===== src/rtl/fifo_pkg.sv =====
// Shared async-FIFO helpers: pointer widths from depth and Gray/binary conversion.
package fifo_pkg;

    // Widest pointer the conversion helpers support; callers cast to their own width.
    localparam int unsigned GRAY_MAX_W = 32;

    // RAM address width for a given depth (at least one bit).
    function automatic int unsigned addr_w_of(input int unsigned depth);
        return (depth < 2) ? 1 : $clog2(depth);
    endfunction

    // Pointer width including the wrap bit.
    function automatic int unsigned ptr_w_of(input int unsigned depth);
        return addr_w_of(depth) + 1;
    endfunction

    // Binary to reflected Gray code.
    function automatic logic [GRAY_MAX_W-1:0] bin2gray(input logic [GRAY_MAX_W-1:0] bin);
        return bin ^ (bin >> 1);
    endfunction

    // Reflected Gray code to binary; zero upper bits stay zero, so narrow pointers convert correctly.
    function automatic logic [GRAY_MAX_W-1:0] gray2bin(input logic [GRAY_MAX_W-1:0] gray);
        logic [GRAY_MAX_W-1:0] bin;
        bin[GRAY_MAX_W-1] = gray[GRAY_MAX_W-1];
        for (int i = int'(GRAY_MAX_W) - 2; i >= 0; i--) begin
            bin[i] = bin[i+1] ^ gray[i];
        end
        return bin;
    endfunction

endpackage


===== src/rtl/ptr_sync.sv =====
// Multi-flop synchronizer bringing a Gray pointer into the read clock domain.
module ptr_sync #(
    parameter int unsigned WIDTH  = 4,
    parameter int unsigned STAGES = 2
) (
    input  logic             rclk,
    input  logic             reset,
    input  logic [WIDTH-1:0] d_i,
    output logic [WIDTH-1:0] q_o
);

    logic [WIDTH-1:0] sync_q [STAGES];

    // Shift chain; stage 0 samples the asynchronous pointer directly.
    always_ff @(posedge rclk) begin
        if (reset) begin
            for (int i = 0; i < int'(STAGES); i++) begin
                sync_q[i] <= '0;
            end
        end else begin
            sync_q[0] <= d_i;
            for (int i = 1; i < int'(STAGES); i++) begin
                sync_q[i] <= sync_q[i-1];
            end
        end
    end

    assign q_o = sync_q[STAGES-1];

endmodule


===== src/rtl/rd_ptr_ctrl.sv =====
// Read-side pointer controller for the async FIFO with integrated write-pointer sync.
module rd_ptr_ctrl
    import fifo_pkg::*;
#(
    parameter  int unsigned DEPTH       = 8,
    parameter  int unsigned SYNC_STAGES = 2,
    parameter  int unsigned AE_THRESH   = 1,
    localparam int unsigned ADDR_W      = addr_w_of(DEPTH),
    localparam int unsigned PTR_W       = ptr_w_of(DEPTH)
) (
    input  logic              rclk,
    input  logic              reset,
    input  logic              r_en,
    input  logic [PTR_W-1:0]  gray_w_ptr_async,
    input  logic              underflow_clr,
    output logic [ADDR_W-1:0] rd_addr,
    output logic              rd_fire,
    output logic [PTR_W-1:0]  gray_r_ptr,
    output logic              empty,
    output logic              almost_empty,
    output logic [PTR_W-1:0]  level,
    output logic              underflow
);

    // Reject parameter sets the pointer arithmetic cannot support.
    if (DEPTH < 2 || (DEPTH & (DEPTH - 1)) != 0) begin : g_bad_depth
        $error("rd_ptr_ctrl: DEPTH must be a power of two >= 2");
    end
    if (SYNC_STAGES < 2) begin : g_bad_sync
        $error("rd_ptr_ctrl: SYNC_STAGES must be >= 2");
    end
    if (AE_THRESH >= DEPTH) begin : g_bad_ae
        $error("rd_ptr_ctrl: AE_THRESH must be below DEPTH");
    end

    logic [PTR_W-1:0] bin_r_ptr_q;
    logic [PTR_W-1:0] bin_r_ptr_d;
    logic [PTR_W-1:0] gray_r_ptr_q;
    logic [PTR_W-1:0] gray_r_ptr_d;
    logic             underflow_q;
    logic             underflow_d;

    logic [PTR_W-1:0] gray_w_sync;
    logic [PTR_W-1:0] bin_w_sync;
    logic [PTR_W-1:0] bin_r_inc;
    logic [PTR_W-1:0] level_c;
    logic             empty_c;
    logic             fire_c;

    ptr_sync #(
        .WIDTH  (PTR_W),
        .STAGES (SYNC_STAGES)
    ) u_w_sync (
        .rclk  (rclk),
        .reset (reset),
        .d_i   (gray_w_ptr_async),
        .q_o   (gray_w_sync)
    );

    // Status derived purely from registered pointers; only rd_fire sees r_en.
    always_comb begin
        bin_w_sync = PTR_W'(gray2bin(GRAY_MAX_W'(gray_w_sync)));
        level_c    = bin_w_sync - bin_r_ptr_q;
        empty_c    = (bin_r_ptr_q == bin_w_sync);
        fire_c     = r_en & ~empty_c;
    end

    // Next-state: advance both pointers on an accepted read, track underflow (set beats clear).
    always_comb begin
        bin_r_inc    = bin_r_ptr_q + PTR_W'(1);
        bin_r_ptr_d  = bin_r_ptr_q;
        gray_r_ptr_d = gray_r_ptr_q;
        underflow_d  = underflow_q;
        if (fire_c) begin
            bin_r_ptr_d  = bin_r_inc;
            gray_r_ptr_d = PTR_W'(bin2gray(GRAY_MAX_W'(bin_r_inc)));
        end
        if (underflow_clr) begin
            underflow_d = 1'b0;
        end
        if (r_en && empty_c) begin
            underflow_d = 1'b1;
        end
    end

    // Pointer and flag registers; reset takes priority over any read.
    always_ff @(posedge rclk) begin
        if (reset) begin
            bin_r_ptr_q  <= '0;
            gray_r_ptr_q <= '0;
            underflow_q  <= 1'b0;
        end else begin
            bin_r_ptr_q  <= bin_r_ptr_d;
            gray_r_ptr_q <= gray_r_ptr_d;
            underflow_q  <= underflow_d;
        end
    end

    assign rd_addr      = bin_r_ptr_q[ADDR_W-1:0];
    assign rd_fire      = fire_c;
    assign gray_r_ptr   = gray_r_ptr_q;
    assign empty        = empty_c;
    assign level        = level_c;
    assign almost_empty = (level_c <= PTR_W'(AE_THRESH));
    assign underflow    = underflow_q;

endmodule


===== config.mk =====
export PLATFORM = sky130hd
export DESIGN_NAME = rd_ptr_ctrl
export DESIGN_NICKNAME = d
export VERILOG_FILES = /design/src/rtl/fifo_pkg.sv /design/src/rtl/ptr_sync.sv /design/src/rtl/rd_ptr_ctrl.sv
export SDC_FILE = /design/constraint.sdc
export NUM_CORES = 1
export LEC_CHECK = 0
export CAP_MARGIN = 20
export CORE_MARGIN = 2
export CORE_UTILIZATION = 35
export DETAILED_ROUTE_END_ITERATION = 10
export PLACE_DENSITY_LB_ADDON = 0.05
export SLEW_MARGIN = 25
export SYNTH_ARGS = -nofsm -noshare
export SYNTH_HDL_FRONTEND = slang
export SYNTH_SLANG_ARGS = --single-unit

===== constraint.sdc =====
create_clock -name rclk -period 2.15 [get_ports rclk]
set_input_delay 0.3225 -clock rclk [delete_from_list [all_inputs] [get_ports rclk]]
set_output_delay 0.3225 -clock rclk [all_outputs]
set_load 0.01 [all_outputs]

==> metrics, run 1 <==
status finished with violations; failing checks setup timing; Worst Skew 0.000982 ns; Final Max Tran Viols 0; Max-slew headroom 72.4%; Async SR Flop Fraction 0%; crit-path cells xor2_4 > xor2_2 > xnor2_1 > ha_2 > inv_2 > fa_2 > xor2_2 > a211oi_2 > buf_2; Fillers 218; CP Launch Type flip-flop; Final nets 146; total design power 1.09 mW; die height 53.1 um; GRT Util Overall 16.5%; CTS tree yes; cells after synthesis 88; power per standard cell area 770 nW/um2; most common cell after layout, fill and taps aside buf_4; Worst Hold Class reg2reg; final core utilization 62.6%; kind of critical path reg2out; site row count 17; Seq/Total Area, Yosys 37.9%; Core ar. 2250 um2; Max Root-Sink Buffers 2; number of synthesized flops with an enable pin 0; layout cell share with drive strength beyond 1 41.7%; synth warn 0; vias in the first global route 706; first-pass GRT wire length 3210 um; Final Hold Fails 0; CTS Sinks 16; H-tree depth 1; # DRC 0; max incr delay on CP 0.37 ns; r2r startpoint u_w_sync.sync_q[0][6]$_SDFF_PP0_; Via density 4.67; worst slew pin tran 0.413 ns; Worst Path Required 1.83 ns; pin count of the biggest net entering global routing 12; Initial Util 37.5%; antenna violations before repair 0; grt ovf 0; Critical Path AT 2.27 ns; Ant. Diodes 0; static leakage power 0.593 nW; max-cap violations 0; TritonRoute pass-1 iters 3; post-route ant nets 0; Routed WL per cell 12.8 um; port bufs 22; setup slack after layout -0.442 ns; worst-skew pair later-pin latency 0.29 ns; commonest non-fill, non-tap cells in the layout buf_4, clkdlybuf4s50_1, dfxtp_1, nor2b_1, buf_6; Max VDD drop 0.481 mV; multi-input logic area 599 um2; crit end category output port; RSZ-0062 raised after global routing true; Hold Crit Start u_w_sync.sync_q[0][2]$_SDFF_PP0_; final wirelength 2040 um; Syn-to-layout area delta 67.1%; flops & latches, synth 16; Synth cell types 31; post-synth net total 101; CP max stage cell dfxtp_4; Avg Cell Area, Syn 9.60 um2; Crit. Startpoint u_w_sync.sync_q[0][6]$_SDFF_PP0_; cts bufs inserted 3; register area 328 um2; final worst-path cycle share 121%; Synth Flop Type dfxtp_1; FMAX 386 MHz; final setup fails 10; Tmin final 2.59 ns; Most common cell on crit path xor2_2; Cell Area, Synth 845 um2; Reg clk slew, reported paths 0.09 ns; Ports 23; root buffer cell clkbuf_4; DR iter-0 viols 1; Die W 53.1 um; HPWL after DPL 1450 um; crit-path max FO 3; Placer Congestion 0.775; Vias 747; DIE AREA 2820 um2
-- where the power goes --
group	leakage [nW]	total, mW	switching, mW	internal (mW)
clock network	0.0210	0.203	0.0997	0.103
logic	0.439	0.550	0.234	0.316
registers	0.133	0.335	0.0143	0.320
total	0.593	1.09	0.348	0.739
-- path summary, 6_finish.rpt --
path / end / slack [ns] / depth (start not counted)
max: almost_empty / -0.44 / 9
min: u_w_sync.sync_q[0][6]$_SDFF_PP0_ / 0.44 / 1
max reg2reg: bin_r_ptr_q[0]$_SDFFE_PP0P_ / -0.07 / 9
min reg2reg: u_w_sync.sync_q[0][6]$_SDFF_PP0_ / 0.44 / 1
-- cell type report --
cell class / instances / share of cell area (%)
multi-input combinational: 62 / 42.5
timing repair buffer: 44 / 27.7
sequential: 16 / 23.2
inverter: 6 / 1.60
clock buffer: 4 / 2.57
tap: 28 / 2.48
-- registers in the layout, indices dropped and copies added (netlist names) --
name             cells
underflow            1
gray_r_ptr           3
bin_r_ptr_q          4
u_w_sync.sync_q      8
-- cell usage after synthesis (2+ instances only) --
cell type | n | share of area [%]
clkbuf_1 | 4 | 1.8
nand2_1 | 3 | 1.3
xor2_1 | 6 | 6.2
ha_1 | 4 | 5.9
xnor2_1 | 4 | 4.1
nor2b_1 | 10 | 7.4
a21oi_1 | 2 | 1.2
dfxtp_1 | 16 | 38
nor3b_1 | 2 | 1.8
mux2_2 | 3 | 4.0
o21ai_0 | 3 | 1.8
inv_1 | 6 | 2.7
a41oi_1 | 2 | 2.1
nor2_1 | 6 | 2.7
-- cells by family (layout without fill, tap and decap cells) --
group	count (synthesis)	in the layout	synth area share [%]
buffers and inverters	10	54	4.44
AOI/OAI and AO/OA	15	15	13.5
DFF	16	16	37.9
and+or+nand+nor	27	27	18.4
xor gates and xnor gates	11	11	12.3
muxes	4	4	5.18
adders and majority gates	5	5	8.30
-- per-layer routing --
metal / up-vias / share of wire, % / GRT usage [%]
li1: 382 / - / -
met1: 343 / 46 / 19.3
met2: 18 / 48 / 27.3
met3: 4 / 4.1 / 3.39
met4: 0 / 1.6 / 10.3
met5: - / 0 / 0
-- worst max-delay path, delay by kind of cell, from the launching register on --
family / cells / cell delay [ns]
xor+xnor: 4 / 0.72
fa+ha+maj: 2 / 0.57
flops: 1 / 0.37
buf+inv: 2 / 0.19
compound gates: 1 / 0.13
-- stage by stage --
step	area [um2]	cells	hold WS, ns	setup WS (ns)	setup TNS, ns
after floorplan	895	88	0.412	-0.108	-0.108
after global placement	1260	151	0.418	-0.509	-2.07
after detailed placement	1260	151	0.428	-0.556	-2.32
after CTS	1390	160	0.446	-0.455	-2.11
after global routing	1410	160	0.456	-0.573	-3.61
final	1410	160	0.442	-0.442	-2.24
-- repair_timing --
action / CTS / global route
endpoints found under the setup margin: 9 / 12
setup buffers: 5 / 2
gates resized for setup: 48 / 8
endpoints found under the hold margin: 0 / 0
hold buffers: 0 / 0
pin swaps: 10 / 9
(Power assumes the default switching activity.)
==> run 2: changes to the inputs <==
--- a/config.mk
+++ b/config.mk
@@ -8,6 +8,7 @@
 export CAP_MARGIN = 20
 export CORE_MARGIN = 2
 export CORE_UTILIZATION = 35
+export CTS_BUF_LIST = sky130_fd_sc_hd__clkbuf_16
 export DETAILED_ROUTE_END_ITERATION = 10
 export PLACE_DENSITY_LB_ADDON = 0.05
 export SLEW_MARGIN = 25
==> run 2 against run 1 <==
- fmax up 3.6%
- hold slack worse by 0.0069 ns
- clock power increased by 78%
- via count up 0.40%
- final area increased by 4.2%
- combinational power hardly changed
- sequential power hardly changed
- critical path depth down 1
- the run still ends with setup timing left
- die area stayed put
==> metrics, run 2 (synthesis results as in run 1) <==
Ports 23 (unchanged); Via density 4.69 (was 4.67); most common cell after layout, fill and taps aside buf_4 (unchanged); status finished with violations (unchanged); Worst Skew 0.00105 ns (was 0.000982 ns); Ant. Diodes 0 (unchanged); Layout Cells excl Fill 160 (unchanged); kind of critical path reg2out (unchanged); post-route ant nets 0 (unchanged); FMAX 400 MHz (was 386 MHz); design area 1470 um2 (was 1410 um2); HPWL after DPL 1450 um (unchanged); cts bufs inserted 3 (unchanged); DIE AREA 2820 um2 (unchanged); final setup fails 7 (was 10); die height 53.1 um (unchanged); root buffer cell clkbuf_16 (was clkbuf_4); placed cell area 1260 um2 (unchanged); multi-input logic area 621 um2 (was 599 um2); static leakage power 0.615 nW (was 0.593 nW); Vias 750 (was 747); Final Hold Fails 0 (unchanged); DR iter-0 viols 12 (was 1); RSZ-0062 raised after global routing true (unchanged); Max VDD drop 0.443 mV (was 0.481 mV); layout cell share with drive strength beyond 1 43.2% (was 41.7%); Max Root-Sink Buffers 2 (unchanged); CP Launch Type flip-flop (unchanged); GRT Util Overall 15.8% (was 16.5%); site row count 17 (unchanged); commonest non-fill, non-tap cells in the layout buf_4, clkdlybuf4s50_1, dfxtp_1, nor2b_1, buf_6 (unchanged); final worst-path cycle share 116% (was 121%); CTS tree yes (unchanged); Max-slew headroom 71.9% (was 72.4%); Hold WS 0.436 ns (was 0.442 ns); TritonRoute pass-1 iters 2 (was 3); port bufs 22 (unchanged); Initial Util 37.5% (unchanged); worst slew pin tran 0.420 ns (was 0.413 ns); Tmin final 2.50 ns (was 2.59 ns); antenna violations before repair 0 (unchanged); Worst Hold Class reg2reg (unchanged); max-cap violations 0 (unchanged); Core ar. 2250 um2 (unchanged); Syn-to-layout area delta 74.1% (was 67.1%); Biggest register u_w_sync.sync_q (unchanged); Routed WL per cell 12.7 um (was 12.8 um); Final Max Tran Viols 0 (unchanged); crit-path max FO 3 (unchanged); pin count of the biggest net entering global routing 12 (unchanged); # DRC 0 (unchanged); Final nets 146 (unchanged); H-tree depth 1 (unchanged); final wirelength 2030 um (was 2040 um); Critical Path AT 2.18 ns (was 2.27 ns); grt ovf 0 (unchanged); Fillers 198 (was 218); Placer Congestion 0.775 (unchanged); Post-Place Cells 151 (unchanged); CTS Sinks 16 (unchanged); Die W 53.1 um (unchanged); first-pass GRT wire length 3190 um (was 3210 um); power per standard cell area 848 nW/um2 (was 770 nW/um2); Worst Path Required 1.83 ns (about the same); vias in the first global route 716 (was 706); setup slack after layout -0.353 ns (was -0.442 ns); crit end category output port (unchanged); CTS Hold Bufs 0 (unchanged); max FFs per register 8 (unchanged); failing checks setup timing (unchanged); register area 325 um2 (was 328 um2); Reg clk slew, reported paths 0.05 ns (was 0.09 ns); worst-skew pair later-pin latency 0.24 ns (was 0.29 ns)
[run 2: cell count changes in the layout (fill, tap and decap cells not counted), moves of 2 or more]
| cell | previous run | this run |
|---|---|---|
| clkbuf_4 | 3 | 0 |
| clkbuf_16 | 0 | 3 |
| a41oi_2 | 0 | 2 |
| a41oi_1 | 2 | 0 |
[run 2: power by group]
group / leakage (nW) / switching (mW) / total, mW / internal [mW]
sequential: 0.132 / 0.0145 / 0.337 / 0.322
clock: 0.0385 / 0.115 / 0.362 / 0.247
combinational: 0.444 / 0.235 / 0.549 / 0.313
[run 2: metal layers]
| layer | track usage [%] | routed length (um) | vias to the layer above |
|---|---|---|---|
| met1 | 19.3 | 953 | 351 |
| met4 | 6.84 | 20 | 0 |
| met2 | 26.9 | 966 | 16 |
| met5 | 0 | 0 | - |
| li1 | - | - | 381 |
| met3 | 3.11 | 84 | 2 |
[run 2: cell type report]
cell class / count / share of cell area, %
Sequential cell: 16 / 22.1
Inverter: 6 / 1.53
Clock buffer: 3 / 5.11
Tap cell: 28 / 2.38
Timing Repair Buffer: 44 / 26.4
Clock inverter: 1 / 0.255
Multi-Input combinational cell: 62 / 42.2
[run 2: critical path: stages, from the launching register on]
cell,delay (ns)
dfxtp_4,0.36
xor2_4,0.18
xor2_2,0.20
xnor2_1,0.14
ha_2,0.20
and3b_1,0.19
or3_4,0.34
a211oi_2,0.17
buf_2,0.15
[run 2: worst paths after layout]
| path | cells past startpoint | end | startpoint | slack [ns] |
|---|---|---|---|---|
| worst min-delay path | 1 | u_w_sync.sync_q[0][6]$_SDFF_PP0_ | u_w_sync.sync_q[0][2]$_SDFF_PP0_ | 0.44 |
| worst min register to register | 1 | u_w_sync.sync_q[0][6]$_SDFF_PP0_ | u_w_sync.sync_q[0][2]$_SDFF_PP0_ | 0.44 |
| worst max register to register | 9 | bin_r_ptr_q[0]$_SDFFE_PP0P_ | u_w_sync.sync_q[0][7]$_SDFF_PP0_ | -0.02 |
| worst max-delay path | 8 | almost_empty | u_w_sync.sync_q[0][7]$_SDFF_PP0_ | -0.35 |
[run 2: what timing repair did]
action / CTS / global route
gates resized for setup: 42 / 16
buffers inserted: 4 / 2
endpoints found under the setup margin: 9 / 12
pin swaps: 10 / 8
[run 2: stage by stage]
stage / TNS [ns] / utilization, % / worst slack (ns) / total power, mW
after detailed placement: -2.32 / 55.9 / -0.556 / 0.796
after global routing: -2.34 / 65.2 / -0.464 / 1.31
after global placement: -2.07 / 55.9 / -0.509 / 0.791
after CTS: -1.47 / 62.3 / -0.377 / 1.19
final: -1.37 / 65.2 / -0.353 / 1.25
after floorplan: -0.108 / - / -0.108 / 0.567
